`src/rtl/mem_access_sequencer.sv`:
```
// Splits one RV32 load/store into little-endian byte accesses on a byte-wide
// array port, one byte per cycle, and returns the assembled/extended result.
module mem_access_sequencer #(
    parameter int ADDR_WIDTH = 11
) (
    input  logic                  clk,
    input  logic                  rst_n,
    input  logic                  req_valid,
    output logic                  req_ready,
    input  logic                  req_write,
    input  logic [2:0]            req_funct3,
    input  logic [31:0]           req_addr,
    input  logic [31:0]           req_wdata,
    output logic                  resp_valid,
    output logic                  resp_err,
    output logic [31:0]           resp_rdata,
    output logic                  mem_write_enable,
    output logic [ADDR_WIDTH-1:0] mem_write_address,
    output logic [7:0]            mem_write_data,
    output logic                  mem_read_enable,
    output logic [ADDR_WIDTH-1:0] mem_read_address,
    input  logic [7:0]            mem_read_data
);

    localparam logic [2:0] S_IDLE       = 3'd0;
    localparam logic [2:0] S_STORE      = 3'd1;
    localparam logic [2:0] S_LOAD_ISSUE = 3'd2;
    localparam logic [2:0] S_LOAD_DRAIN = 3'd3;
    localparam logic [2:0] S_RESP       = 3'd4;

    // Handshake: a request transfers on the rising edge where req_valid and
    // req_ready are both high; resp_valid is a single-cycle pulse, never stalled.

    logic [2:0]  state;
    logic [1:0]  last_idx;     // N-1 of the accepted request
    logic [1:0]  byte_idx;     // byte currently driven on the array port
    logic        lat_signed;
    logic [31:0] lat_wdata;
    logic        rd_pending;   // a read issued last cycle returns data this cycle
    logic [1:0]  rd_lane;
    logic [31:0] rd_buf;

    logic [1:0]  req_last;
    logic        funct_ok;
    logic        misaligned;
    logic        out_of_range;
    logic        req_err;
    logic        accept;
    logic [1:0]  byte_nxt;
    logic [31:0] merged_buf;
    logic [31:0] load_result;

    always_comb begin
        req_last = 2'd0;
        funct_ok = 1'b0;
        case (req_funct3)
            3'd0: begin req_last = 2'd0; funct_ok = 1'b1;       end
            3'd1: begin req_last = 2'd1; funct_ok = 1'b1;       end
            3'd2: begin req_last = 2'd3; funct_ok = 1'b1;       end
            3'd4: begin req_last = 2'd0; funct_ok = !req_write; end
            3'd5: begin req_last = 2'd1; funct_ok = !req_write; end
            default: begin req_last = 2'd0; funct_ok = 1'b0;    end
        endcase
    end

    assign misaligned   = ((req_last == 2'd1) && req_addr[0]) ||
                          ((req_last == 2'd3) && (req_addr[1:0] != 2'b00));
    assign out_of_range = |req_addr[31:ADDR_WIDTH];
    assign req_err      = !funct_ok || misaligned || out_of_range;
    assign accept       = req_valid && req_ready;
    assign byte_nxt     = byte_idx + 2'd1;

    // Returning read byte merged into its lane, so the final byte can be
    // folded into the response in the same cycle it arrives.
    always_comb begin
        merged_buf = rd_buf;
        if (rd_pending) begin
            merged_buf[{rd_lane, 3'b000} +: 8] = mem_read_data;
        end
    end

    always_comb begin
        load_result = merged_buf;
        case (last_idx)
            2'd0: load_result = lat_signed ? {{24{merged_buf[7]}}, merged_buf[7:0]}
                                           : {24'h0, merged_buf[7:0]};
            2'd1: load_result = lat_signed ? {{16{merged_buf[15]}}, merged_buf[15:0]}
                                           : {16'h0, merged_buf[15:0]};
            default: load_result = merged_buf;
        endcase
    end

    always_ff @(posedge clk or negedge rst_n) begin
        if (!rst_n) begin
            state             <= S_IDLE;
            req_ready         <= 1'b1;
            resp_valid        <= 1'b0;
            resp_err          <= 1'b0;
            resp_rdata        <= 32'h0;
            mem_write_enable  <= 1'b0;
            mem_write_address <= '0;
            mem_write_data    <= 8'h0;
            mem_read_enable   <= 1'b0;
            mem_read_address  <= '0;
            last_idx          <= 2'd0;
            byte_idx          <= 2'd0;
            lat_signed        <= 1'b0;
            lat_wdata         <= 32'h0;
            rd_pending        <= 1'b0;
            rd_lane           <= 2'd0;
            rd_buf            <= 32'h0;
        end else begin
            rd_pending <= mem_read_enable;
            rd_lane    <= byte_idx;
            if (rd_pending) begin
                rd_buf <= merged_buf;
            end

            case (state)
                S_IDLE: begin
                    resp_valid <= 1'b0;
                    if (accept) begin
                        req_ready  <= 1'b0;
                        last_idx   <= req_last;
                        byte_idx   <= 2'd0;
                        lat_signed <= !req_funct3[2];
                        lat_wdata  <= req_wdata;
                        if (req_err) begin
                            resp_valid <= 1'b1;
                            resp_err   <= 1'b1;
                            resp_rdata <= 32'h0;
                            state      <= S_RESP;
                        end else if (req_write) begin
                            mem_write_enable  <= 1'b1;
                            mem_write_address <= req_addr[ADDR_WIDTH-1:0];
                            mem_write_data    <= req_wdata[7:0];
                            state             <= S_STORE;
                        end else begin
                            mem_read_enable  <= 1'b1;
                            mem_read_address <= req_addr[ADDR_WIDTH-1:0];
                            rd_buf           <= 32'h0;
                            state            <= S_LOAD_ISSUE;
                        end
                    end
                end

                S_STORE: begin
                    if (byte_idx == last_idx) begin
                        mem_write_enable <= 1'b0;
                        resp_valid       <= 1'b1;
                        resp_err         <= 1'b0;
                        resp_rdata       <= 32'h0;
                        state            <= S_RESP;
                    end else begin
                        byte_idx          <= byte_nxt;
                        mem_write_address <= mem_write_address + 1'b1;
                        mem_write_data    <= lat_wdata[{byte_nxt, 3'b000} +: 8];
                    end
                end

                S_LOAD_ISSUE: begin
                    if (byte_idx == last_idx) begin
                        mem_read_enable <= 1'b0;
                        state           <= S_LOAD_DRAIN;
                    end else begin
                        byte_idx         <= byte_nxt;
                        mem_read_address <= mem_read_address + 1'b1;
                    end
                end

                S_LOAD_DRAIN: begin
                    resp_valid <= 1'b1;
                    resp_err   <= 1'b0;
                    resp_rdata <= load_result;
                    state      <= S_RESP;
                end

                S_RESP: begin
                    resp_valid <= 1'b0;
                    req_ready  <= 1'b1;
                    state      <= S_IDLE;
                end

                default: begin
                    mem_write_enable <= 1'b0;
                    mem_read_enable  <= 1'b0;
                    resp_valid       <= 1'b0;
                    req_ready        <= 1'b1;
                    state            <= S_IDLE;
                end
            endcase
        end
    end

endmodule
```
`config.mk`:
```
export PLATFORM = sky130hd
export DESIGN_NAME = mem_access_sequencer
export DESIGN_NICKNAME = d
export VERILOG_FILES = /design/src/rtl/mem_access_sequencer.sv
export SDC_FILE = /design/constraint.sdc
export NUM_CORES = 1
export LEC_CHECK = 0
export ABC_AREA = 1
export CORE_AREA = 2 2 118 120
export DETAILED_ROUTE_END_ITERATION = 10
export DIE_AREA = 0 0 120 122
export PLACE_DENSITY = 0.88
export SLEW_MARGIN = 20
export SYNTH_ARGS = -nofsm -noshare
export SYNTH_HDL_FRONTEND = slang
export SYNTH_SLANG_ARGS = --single-unit
```
`constraint.sdc`:
```
create_clock -name clk -period 4.09 [get_ports clk]
set_clock_uncertainty 0.2 [all_clocks]
set_input_delay 0.6135 -clock clk [delete_from_list [all_inputs] [get_ports clk]]
set_output_delay 0.6135 -clock clk [all_outputs]
set_load 0.05 [all_outputs]
```
### Yosys cells after proc, flatten, opt, wreduce, memory -nomap -nowiden

Index checks and enable logic that the tools add are counted.

| word-level totals | value |
|---|---|
| register bits | 142 |
| input port bits | 79 |
| output and inout bits | 67 |
| logic and storage cells | 143 |

| cells by class | value |
|---|---|
| $add $sub $neg | 4 |
| equality and inequality tests | 22 |
| shifts and indexed selects | 3 |
| mux-type cells | 58 |
| bitwise operators | 4 |
| reduce and logical (&&, ||, !) cells | 35 |

Operators by type and width:

| cell | number |
|---|---|
| two-way mux 32 bit | 11 |
| one-hot mux 32 bit (3 select lines) | 1 |
| two-way mux 11 bit | 8 |
| one-hot mux 32 bit (2 select lines) | 1 |
| one-hot mux 11 bit (2 select lines) | 2 |
| bitwise mux 32 bit | 1 |
| two-way mux 8 bit | 4 |
| variable shift 8 x 7 -> 32 bit (first input constant) | 1 |
| indexed part select 32 x 6 -> 8 bit | 1 |
| indexed part select 8 x 7 -> 32 bit | 1 |
| adder 11 x 1 -> 11 bit (second input constant) | 2 |
| OR reduction 21 bit | 1 |
| != test 2 bit (second input constant) | 10 |
| AND reduction 5 bit | 4 |
| one-hot mux 8 bit (2 select lines) | 1 |
| two-way mux 1 bit | 13 |
| two-way mux 3 bit | 4 |
| one-hot mux 3 bit (4 select lines) | 1 |
| OR reduction 3 bit | 4 |
| equality test 3 x 2 -> 1 bit (second input constant) | 3 |
| equality test 3 bit (second input constant) | 3 |
| one-hot mux 1 bit (3 select lines) | 3 |
| one-hot mux 2 bit (2 select lines) | 2 |
| nonzero test 2 bit | 4 |
| other kinds (20) | 40 |

### Logic depth before layout (Yosys ltp)

| depth | value |
|---|---|
| depth in word-level cells | 11 |
| depth in mapped cells | 11 |

### Least setup slack after synthesis

OpenSTA, ideal clock, no wires.

| path | value |
|---|---|
| path type | flip-flop to flip-flop |
| start | reg rd_lane[0] |
| end | reg resp_rdata[16] |
| arrival | 1.936 ns |
| required time | 3.825 ns |
| path slack | 1.889 ns |
| cell stages (with the launch flop) | 11 |
| buffers on the path | 1 |
| period minus slack after synthesis | 2.201 ns |
| path through | dfrtp_1 clkinv_1 ha_1 inv_1 nand3_2 o21ai_2 nand3_2 nand3_2 buf_4 nand3_1 nand2_1 |

| between the ends | value |
|---|---|
| cells in the longest elaborated chain, start to end | 7 |
| elaborated cells between the ends (all ways) | 9 |
| those cells by class | add/sub: 1; shift: 2; mux: 6 |

Ends and longest elaborated chain:

| what | RTL line | RTL |
|---|---|---|
| from (decl) | 40 | `logic [1:0] rd_lane;` |
| from (signal assigned) | 114 | `rd_lane <= byte_idx;` |
| negation 5 -> 7 bit * | 78 | `merged_buf[{rd_lane, 3'b000} +: 8] = mem_read_data;` |
| indexed part select 8 x 7 -> 32 bit or variable shift 8 x 7 -> 32 bit (tied branches) | 78 |  |
| bitwise mux 32 bit * | 78 |  |
| two-way mux 32 bit * | 77 | `if (rd_pending) begin` |
| two-way mux 32 bit (on tied branches) | 87, 85 |  |
| one-hot mux 32 bit (2 select lines) * | 84 | `case (last_idx)` |
| one-hot mux 32 bit (3 select lines) * | 119 | `case (state)` |
| to (signal assigned) | 174 | `resp_rdata <= load_result;` |
| to (decl) | 16 | `output logic [31:0] resp_rdata,` |

Mark *: on every way between the ends. The rest lies on a longest branch, timed or not.
A chain may end at the register's enable or synchronous reset.

### Final worst setup path

| path | value |
|---|---|
| start | reg rd_lane[0] |
| end | reg resp_rdata[17] |

The elaborated chain is that of the path after synthesis.

==> run_results.csv <==
group,metric,value,unit
clocking,cts_tree,"done",
min_path,hold_class,"in2async",
placement,portBuffers,145,
detailed_routing,final_antenna_net_count,0,
timing,tightest_slew,0.869,ns
synthesis,muxShareOfSynthArea,0.153,%
worst_setup_path,critPathArrivalTime,3.09,ns
synthesis,ys_seq_elements,142,
die,initial_core_util,54.3,%
detailed_routing,drt_iter0_markers,721,
clocking,post_cts_buffers,0,
power,power_per_cell_area,501,nW/um^2
synthesis,ys_seq_area_share,48.4,%
cells_and_area,final_common_cell,"nand2_1",
clocking,ctsHoldBuffers,0,
synthesis,synth_compound_area_share,8.39,%
synthesis,synth_top_family_by_area,"simple AND/OR/NAND/NOR gates",
clocking,clk_pin_slew,0.06,ns
placement,dpl.hpwl,13200,um
clocking,cts_made_buffers,17,
detailed_routing,vias,6781,
timing,period_needed,2.93,ns
power,power,0.00475,W
clocking,cts_buffer_depth,2,
synthesis,yosysWarnings,0,
die,die_w,120,um
detailed_routing,wirelength,19000,um
cells_and_area,nNetsFinal,1186,
timing,rsz0062_at_grt,"false",
clocking,h-tree-depth,4,
synthesis,synth_adder_area_share,1.19,%
synthesis,synth-xor-area-share,0.358,%
synthesis,syn_inst,967,
worst_setup_path,startpoint_type,"register",
timing,setup_viol_count_final,0,
cells_and_area,fillers,1032,
cells_and_area,syn2layout_area_growth,29.3,%
synthesis,synth-simple-area-share,33.7,%
synthesis,syn_avg_cell_area,7.59,um^2
clocking,cts_root_buf,"clkbuf_16",
worst_setup_path,ff2ff_path_depth,9,
grt,first_global_vias,6683,
synthesis,synth_edf_count,0,
synthesis,ys.flop_type,"dfrtp_1",
timing,setup_tns,0,ns
cells_and_area,antenna_cells,0,
synthesis,syn-num-nets,1053,
detailed_routing,first_pass_iters,6,
cells_and_area,utilization,70.2,%
timing,finalCritPeriodShare,71.7,%
detailed_routing,via_per_inst,5.24,
worst_setup_path,worstPathMaxFanout,16,
synthesis,synth_area,7340,um^2
synthesis,synthArstFlopShare,100,%
detailed_routing,drc,0,
die,die_y,122,um
die,design.core.area,13500,um^2
die,io_pins,146,
run_status,status,"finished clean",
timing,slew_viol_final,0,
grt,grt_pass1_wl,31600,um
timing,max_slew_margin,42.1,%
die,std_cell_rows,43,
clocking,insertion_delay,0.43,ns
power,irDropWorstVdd,0.289,mV
placement,place_congestion,0.949,
grt,antenna_found_initial,0,
grt,grt_max_degree,96,
timing,hold_slack,0.0632,ns
cells_and_area,mostFrequentLayoutCells,"nand2_1, clkdlybuf4s50_1, dfrtp_1",
worst_setup_path,worstSetupPathType,"reg2reg",
die,dieArea,14600,um^2
cells_and_area,drive_above_1_share,8.18,%
flow_run,max_cap_viol_count,0,
worst_setup_path,cp.required,4.24,ns
clocking,cts.repair.resized,0,
clocking,clock-sinks,142,
detailed_routing,wl_per_cell,14.7,um
grt,grt_overflow,0,
power,power.leakage,4.96,nW
timing,hold_viol_final,0,
timing,max_clock_freq,341,MHz
grt,track_usage,27.5,%
worst_setup_path,cp-end-kind,"register",
synthesis,ys_types,40,
-- per-stage QoR --
stage	std cells	worst slack, ns	instance area (um^2)
finish	1293	1.16	9490
global route	1293	0.867	9490
CTS	1293	1.20	9490
detailed placement	1261	0.931	8860
global placement	1261	0.996	8850
floorplan	967	1.89	7340
-- cells in the mapped netlist (all sizes together), types with 7 or more instances --
| cell type | number | area, um^2 |
|---|---|---|
| or2 | 8 | 50.1 |
| nand2 | 447 | 1720 |
| inv | 95 | 357 |
| dfrtp | 141 | 3530 |
| ha | 7 | 87.6 |
| buf | 24 | 164 |
| nor2 | 39 | 171 |
| o21ai | 66 | 338 |
| a32oi | 8 | 70.1 |
| a21oi | 12 | 60.1 |
| nand3 | 69 | 433 |
| clkbuf | 10 | 37.5 |
-- sequential cells by signal, indices dropped and copies added (netlist names) --
register	flops
mem_write_data	8
rd_pending	1
mem_write_enable	1
rd_lane	2
lat_wdata	32
lat_signed	1
resp_err	1
rd_buf	32
byte_idx	2
mem_read_address	11
resp_valid	1
state	3
mem_write_address	11
resp_rdata	32
req_ready	1
mem_read_enable	1
last_idx	2
-- final timing paths --
kind | end | start | slack, ns
worst max-delay path | resp_rdata[17] | rd_lane[0] | 1.16
worst min-delay path | resp_rdata[0] | rst_n | 0.06
worst max register to register | resp_rdata[17] | rd_lane[0] | 1.16
worst min register to register | rd_lane[1] | byte_idx[1] | 0.26
max in group asynchronous | resp_rdata[24] | rst_n | 2.88
min in group clk | rd_lane[1] | byte_idx[1] | 0.26
-- metal layers --
metal,vias up,routed length (um),track usage [%]
met1,3148,7790,34.6
li1,3299,-,-
met4,0,622,12.9
met2,281,9220,45.2
met3,53,1390,6.23
met5,-,0,0.347
-- layout make-up --
cell class / instances / area [um^2] / share of cell area, %
Clock buffer: 22 / 494 / 5.21
Clock inverter: 10 / 134 / 1.41
Inverter: 98 / 368 / 3.88
Multi-Input combinational cell: 693 / 3220 / 34.0
Sequential cell: 142 / 3550 / 37.5
Tap cell: 180 / 225 / 2.37
Timing Repair Buffer: 148 / 1490 / 15.7
-- critical path, stage by stage, from the launching register on --
cell and delay (ns):
dfrtp_1 0.58, clkinv_1 0.38, ha_1 0.44, inv_1 0.11, nand3_2 0.15, o21ai_2 0.21, nand3_2 0.20, nand3_2 0.32
nand3_1 0.13, nand2_1 0.12
-- cells by family (layout without fill, tap and decap cells) --
family                   after synthesis  in the layout
AND/OR/NAND/NOR                      577            577
flip-flops                           142            142
buffers and inverters                132            278
AO/OA/AOI/OAI                        105            105
adder cells (fa/ha/maj)                7              7
XOR/XNOR                               3              3
multiplexers                           1              1
-- where the power goes --
part	total, W	switching, W	internal (W)
registers	0.00187	0.000223	0.00164
logic	0.00126	0.000830	0.000431
clock network	0.00163	0.000591	0.00104
total	0.00475	0.00164	0.00311
(Power assumes the default switching activity.)
==> RTL change 1, RTL diff (config.mk and constraints unchanged) <==
`ADDR_WIDTH`: 11 -> 13.
--- a/src/rtl/mem_access_sequencer.sv
+++ b/src/rtl/mem_access_sequencer.sv
@@ -2,5 +2,5 @@
 // array port, one byte per cycle, and returns the assembled/extended result.
 module mem_access_sequencer #(
-    parameter int ADDR_WIDTH = 11
+    parameter int ADDR_WIDTH = 13
 ) (
     input  logic                  clk,
Interface: changed (resized mem_read_address and mem_write_address); port bits go from 146 to 150. No check against the original RTL was run, so the function may have changed too.
==> RTL change 1 against the unedited design <==
Sequential cell count increased by 4. Synthesized cell count increased by 5.4%. Largest cell class unchanged. Power increased by 2.0%. Via count increased by 6.1%. Highest routed layer unchanged. Global-route usage increased by 0.30 points. Cell area increased by 2.5%. Cell count increased by 4.4%. Combinational power increased by 11%. Clock power decreased by 6%. Fmax decreased by 3.0%. Critical endpoint is now mem_write_data[0]$_DFFE_PN0P_. Routed wire length increased by 2.3%. Setup slack got worse by 0.091 ns. Synthesized area increased by 3.1%.
==> RTL change 1: results (changes against the unedited design) <==
Routed WL: 19460 µm (was 19020 µm)
Total placed instance area: 9145 µm² (was 8857 µm²)
Layout cell share with drive strength beyond 1: 7.094% (was 8.176%)
Worst vdd ir: 317.3 µV (was 289.5 µV)
Detailed Routing Iterations Pass 1: 7 (was 6)
DR iter-0 viols: 563 (was 721)
Largest net degree at the start of global routing: 100 (was 96)
First-pass GRT wire length: 32110 µm (was 31580 µm)
Worst Path Max Fanout: 22 (was 16)
Post-synth cell types: 38 (was 40)
Vias in the first global route: 6936 (was 6683)
Gr usage total: 27.75% (was 27.46%)
FF-to-FF path depth: 9 (unchanged)
Status: finished, final reports clean (unchanged)
Post-Syn Nets: 1105 (was 1053)
Cell count after placement: 1319 (was 1261)
Post-DP HPWL: 13360 µm (was 13150 µm)
Total Nets Final: 1244 (was 1186)
Synth area leaders: dfrtp_1, nand2_1, o21ai_0, nand3_1, inv_1 (was dfrtp_1, nand2_1, inv_1, o21ai_0, nand3_1)
Rel. slew slack: 39.48% (was 42.06%)
Clk buf depth: 2 (unchanged)
Non-filler cells, final: 1350 (was 1293)
Pre-CTS WS: 0.7295 ns (was 0.9309 ns)
R2r setup slk: 1.30 ns (was 1.16 ns)
RD Place Congestion: 0.8966 (was 0.9486)
Post-Syn Instances: 1019 (was 967)
Sequential-to-total area share from yosys stat: 48.33% (was 48.44%)
Commonest cells post-synth: nand2_1, dfrtp_1, inv_1 (unchanged)
Vias per cell: 5.331 (was 5.244)
Setup Buffers After CTS: 0 (unchanged)
Port Buffers: 149 (was 145)
[RTL change 1: changes by cell type after synthesis, sizes merged, moves of 4 or more]
cell / delta
nand3: +10
dfrtp: +4
nand2: +4
a32oi: -8
o21ai: +21
or2: +8
a22oi: +7
inv: +12
[RTL change 1: power breakdown]
group          total (mW)  switching [mW]  internal, mW
Combinational        1.40           0.924         0.476
Sequential           1.91           0.215          1.70
Clock                1.53           0.576         0.959
Total                4.85            1.72          3.13
[RTL change 1: routing by layer]
layer / GRT usage [%] / vias to the layer above / wire length, µm
met4: 12.21 / 0 / 585
li1: - / 3471 / -
met3: 5.899 / 51 / 1515
met1: 35.66 / 3313 / 7935
met2: 45.56 / 362 / 9422
met5: 0 / - / 0
[RTL change 1: layout make-up]
| class | count | area (µm²) |
|---|---|---|
| fill | 1026 | 3784 |
| sequential | 146 | 3655 |
| multi-input combinational | 729 | 3306 |
| timing repair buffer | 155 | 1550 |
| clock buffer | 27 | 503.0 |
| inverter | 109 | 409.1 |
| tap | 180 | 225.2 |
| clock inverter | 4 | 72.57 |
[RTL change 1: worst max-delay path, cell delays in order]
cell and delay, ns:
clkdlybuf4s50_1 0.53, inv_2 0.06, nor2_1 0.12, nand2_1 0.09
nand2_1 0.08, nand3_2 0.11, nor2_4 0.20, nand3_2 0.42
nand2_1 0.71, nand2_1 0.15, nand2_1 0.09
[RTL change 1: worst max-delay path by stage]
stage / cells after the start / startpoint / endpoint / slack (ns)
floorplan: 11 / rd_lane[0]$_DFF_PN0_ / resp_rdata[16]$_DFFE_PN0P_ / 1.88
global placement: 11 / req_funct3[1] / mem_write_data[0]$_DFFE_PN0P_ / 0.83
detailed placement: 11 / req_funct3[1] / mem_write_data[7]$_DFFE_PN0P_ / 0.73
CTS: 11 / req_funct3[1] / mem_write_data[6]$_DFFE_PN0P_ / 1.12
global route: 11 / req_funct3[1] / mem_write_data[6]$_DFFE_PN0P_ / 0.82
finish: 11 / req_funct3[1] / mem_write_data[0]$_DFFE_PN0P_ / 1.07
[RTL change 1: cells by family after synthesis]
kind of cell	share of synthesized area, %
compound gates	8.587
xor+xnor	0.5792
fa+ha+maj	1.158
buf+inv	7.991
flops	48.33
mux	0.1324
simple gates	33.22
[RTL change 1: metrics by stage]
step	total power [mW]	utilization (%)
after floorplan	2.878	-
after CTS	4.848	71.98
after global routing	5.102	71.98
after global placement	3.281	67.72
final	4.847	71.98
after detailed placement	3.318	67.72
==> RTL change 2, RTL diff (same flow settings) <==
Made on the original files. Make the reset (`rst_n`) synchronous in one clocked block.
--- a/src/rtl/mem_access_sequencer.sv
+++ b/src/rtl/mem_access_sequencer.sv
@@ -91,5 +91,5 @@
     end
 
-    always_ff @(posedge clk or negedge rst_n) begin
+    always_ff @(posedge clk) begin
         if (!rst_n) begin
             state             <= S_IDLE;
Check against the original RTL: differs if rst_n is asserted again (counterexample within 4 cycles, from zero or initial values and one cycle with rst_n low); with rst_n held inactive, the same outputs for 4 cycles.
==> RTL change 2 against the unedited design <==
Setup slack better by 0.068 ns. Register-to-register slack improved by 0.10 ns. Cell area fell by 2.2%. Die area stayed put. Global-route usage increased by 0.079 points. Sequential cell count is the same. Power is 18% lower. Count of clock-buffer cells in the layout is 4 higher. Combinational power shrank 44%. Synthesized area shrank 2.7%. Routed wire length increased by 4.6%. Sequential share of layout area shrank 6.8 points. Critical endpoint is now resp_rdata[20]$_SDFFE_PN0P_. Largest power group is now the clock network.
==> RTL change 2: results (changes against the unedited design) <==
Vias in the first global route: 6861 (was 6683)
Post-DP HPWL: 13610 µm (was 13150 µm)
Worst Path Max Fanout: 35 (was 16)
First-pass GRT wire length: 32420 µm (was 31580 µm)
Post-synth cell types: 42 (was 40)
Layout cell share with drive strength beyond 1: 6.204% (was 8.176%)
CP arrival: 2.98 ns (was 3.09 ns)
Largest net degree at the start of global routing: 92 (was 96)
Wirelength per Cell: 14.16 µm (was 14.71 µm)
DR iter-0 viols: 792 (was 721)
Sequential-to-total area share from yosys stat: 39.83% (was 48.44%)
Fin Hold WS: 0.2502 ns (was 0.06320 ns)
Status: finished, final reports clean (unchanged)
Min-delay worst type: reg -> reg (was in -> async)
Avg Inst Size Synth: 6.560 µm² (was 7.589 µm²)
Critical Path Start: req_funct3[1] (was rd_lane[0]$_DFF_PN0_)
Commonest cells post-synth: nand2_1, nor2_1, dfxtp_1 (was nand2_1, dfrtp_1, inv_1)
R2r setup slk: 1.26 ns (was 1.16 ns)
Worst vdd ir: 279.7 µV (was 289.5 µV)
Post-synth ARST share: 0% (was 100.0%)
P_leak: 3.856 nW (was 4.959 nW)
Total Nets Final: 1299 (was 1186)
Gr usage total: 27.54% (was 27.46%)
Total placed instance area: 8631 µm² (was 8857 µm²)
Synth area leaders: dfxtp_1, nand2_1, nor2_1, a21oi_1, inv_1 (was dfrtp_1, nand2_1, inv_1, o21ai_0, nand3_1)
DR vias: 7458 (was 6781)
Clk buf depth: 2 (unchanged)
RR Endpoint: resp_rdata[17]$_SDFFE_PN0P_ (was resp_rdata[17]$_DFFE_PN0P_)
Post-Syn Nets: 1174 (was 1053)
Port Buffers: 145 (unchanged)
RD Place Congestion: 0.8789 (was 0.9486)
Rel. slew slack: 42.49% (was 42.06%)
Post-cts resize count: 0 (unchanged)
Worst r2r src: rd_lane[0]$_SDFF_PN0_ (was rd_lane[0]$_DFF_PN0_)
Main synth FF type: dfxtp_1 (was dfrtp_1)
Antenna violations before repair: 0 (unchanged)
Fill cells: 1119 (was 1032)
FF-to-FF path depth: 10 (was 9)
-- RTL change 2: cell types whose count changed after synthesis, sizes merged, moves of 8 or more --
| cell | unedited run | this run |
|---|---|---|
| a21oi | 12 | 100 |
| a32oi | 8 | 0 |
| dfrtp | 141 | 0 |
| dfxtp | 0 | 142 |
| inv | 95 | 144 |
| nand2 | 447 | 283 |
| nor2 | 39 | 156 |
| o21ai | 66 | 82 |
-- RTL change 2: routing by layer --
metal  global-route usage [%]  vias to the layer above  share of wire, %
met5                        0                        -                 0
met2                    46.88                      373                48
met1                    33.32                     3323                40
met4                    13.82                        0               3.8
met3                    5.197                       66               8.5
li1                         -                     3696                 -
-- RTL change 2: stage by stage --
stage,instances,setup slack (ns)
after floorplan,1088,1.932
after global placement,1374,0.9947
after detailed placement,1374,0.8911
after CTS,1405,1.281
after global routing,1405,1.007
final,1405,1.226
-- RTL change 2: worst max-delay path by stage --
stage | to | slack [ns] | cells past startpoint
floorplan | resp_rdata[17]$_SDFFE_PN0P_ | 1.93 | 12
global placement | resp_rdata[30]$_SDFFE_PN0P_ | 0.99 | 12
detailed placement | resp_rdata[20]$_SDFFE_PN0P_ | 0.89 | 12
CTS | resp_rdata[20]$_SDFFE_PN0P_ | 1.28 | 12
global route | resp_rdata[17]$_SDFFE_PN0P_ | 1.01 | 10
finish | resp_rdata[20]$_SDFFE_PN0P_ | 1.23 | 12
-- RTL change 2: layout make-up --
class / instances / area (µm²) / share of cell area (%)
inverter: 148 / 555.5 / 5.989
timing repair buffer: 152 / 1499 / 16.16
tap: 180 / 225.2 / 2.428
clock buffer: 26 / 519.2 / 5.598
multi-input combinational: 752 / 3508 / 37.83
clock inverter: 5 / 125.1 / 1.349
sequential: 142 / 2843 / 30.65
-- RTL change 2: cell families (layout without fill, tap and decap cells) --
group | count (synthesis) | in the layout | share of synthesized area, %
and+or+nand+nor | 527 | 527 | 31.03
AOI/OAI and AO/OA | 213 | 213 | 16.22
buffers and inverters | 194 | 331 | 11.08
DFF | 142 | 142 | 39.83
adders and majority gates | 7 | 7 | 1.227
xor gates and xnor gates | 5 | 5 | 0.6137
-- RTL change 2: critical path, cell delays in order --
cell	delay [ns]
clkdlybuf4s50_1	0.47
inv_2	0.05
nor2_1	0.19
nand2_1	0.13
nand2_1	0.09
nand3_2	0.11
o21bai_4	0.18
nand2_2	0.37
nand2_4	0.47
nand2_1	0.12
nand2_1	0.10
nor2_1	0.06
-- RTL change 2: power breakdown --
part           total [mW]  leakage [nW]  switching [mW]  internal [mW]
registers            1.53          1.16          0.0535           1.47
clock network        1.69         0.317           0.572           1.11
logic               0.701          2.38           0.447          0.254
total                3.91          3.86            1.07           2.84
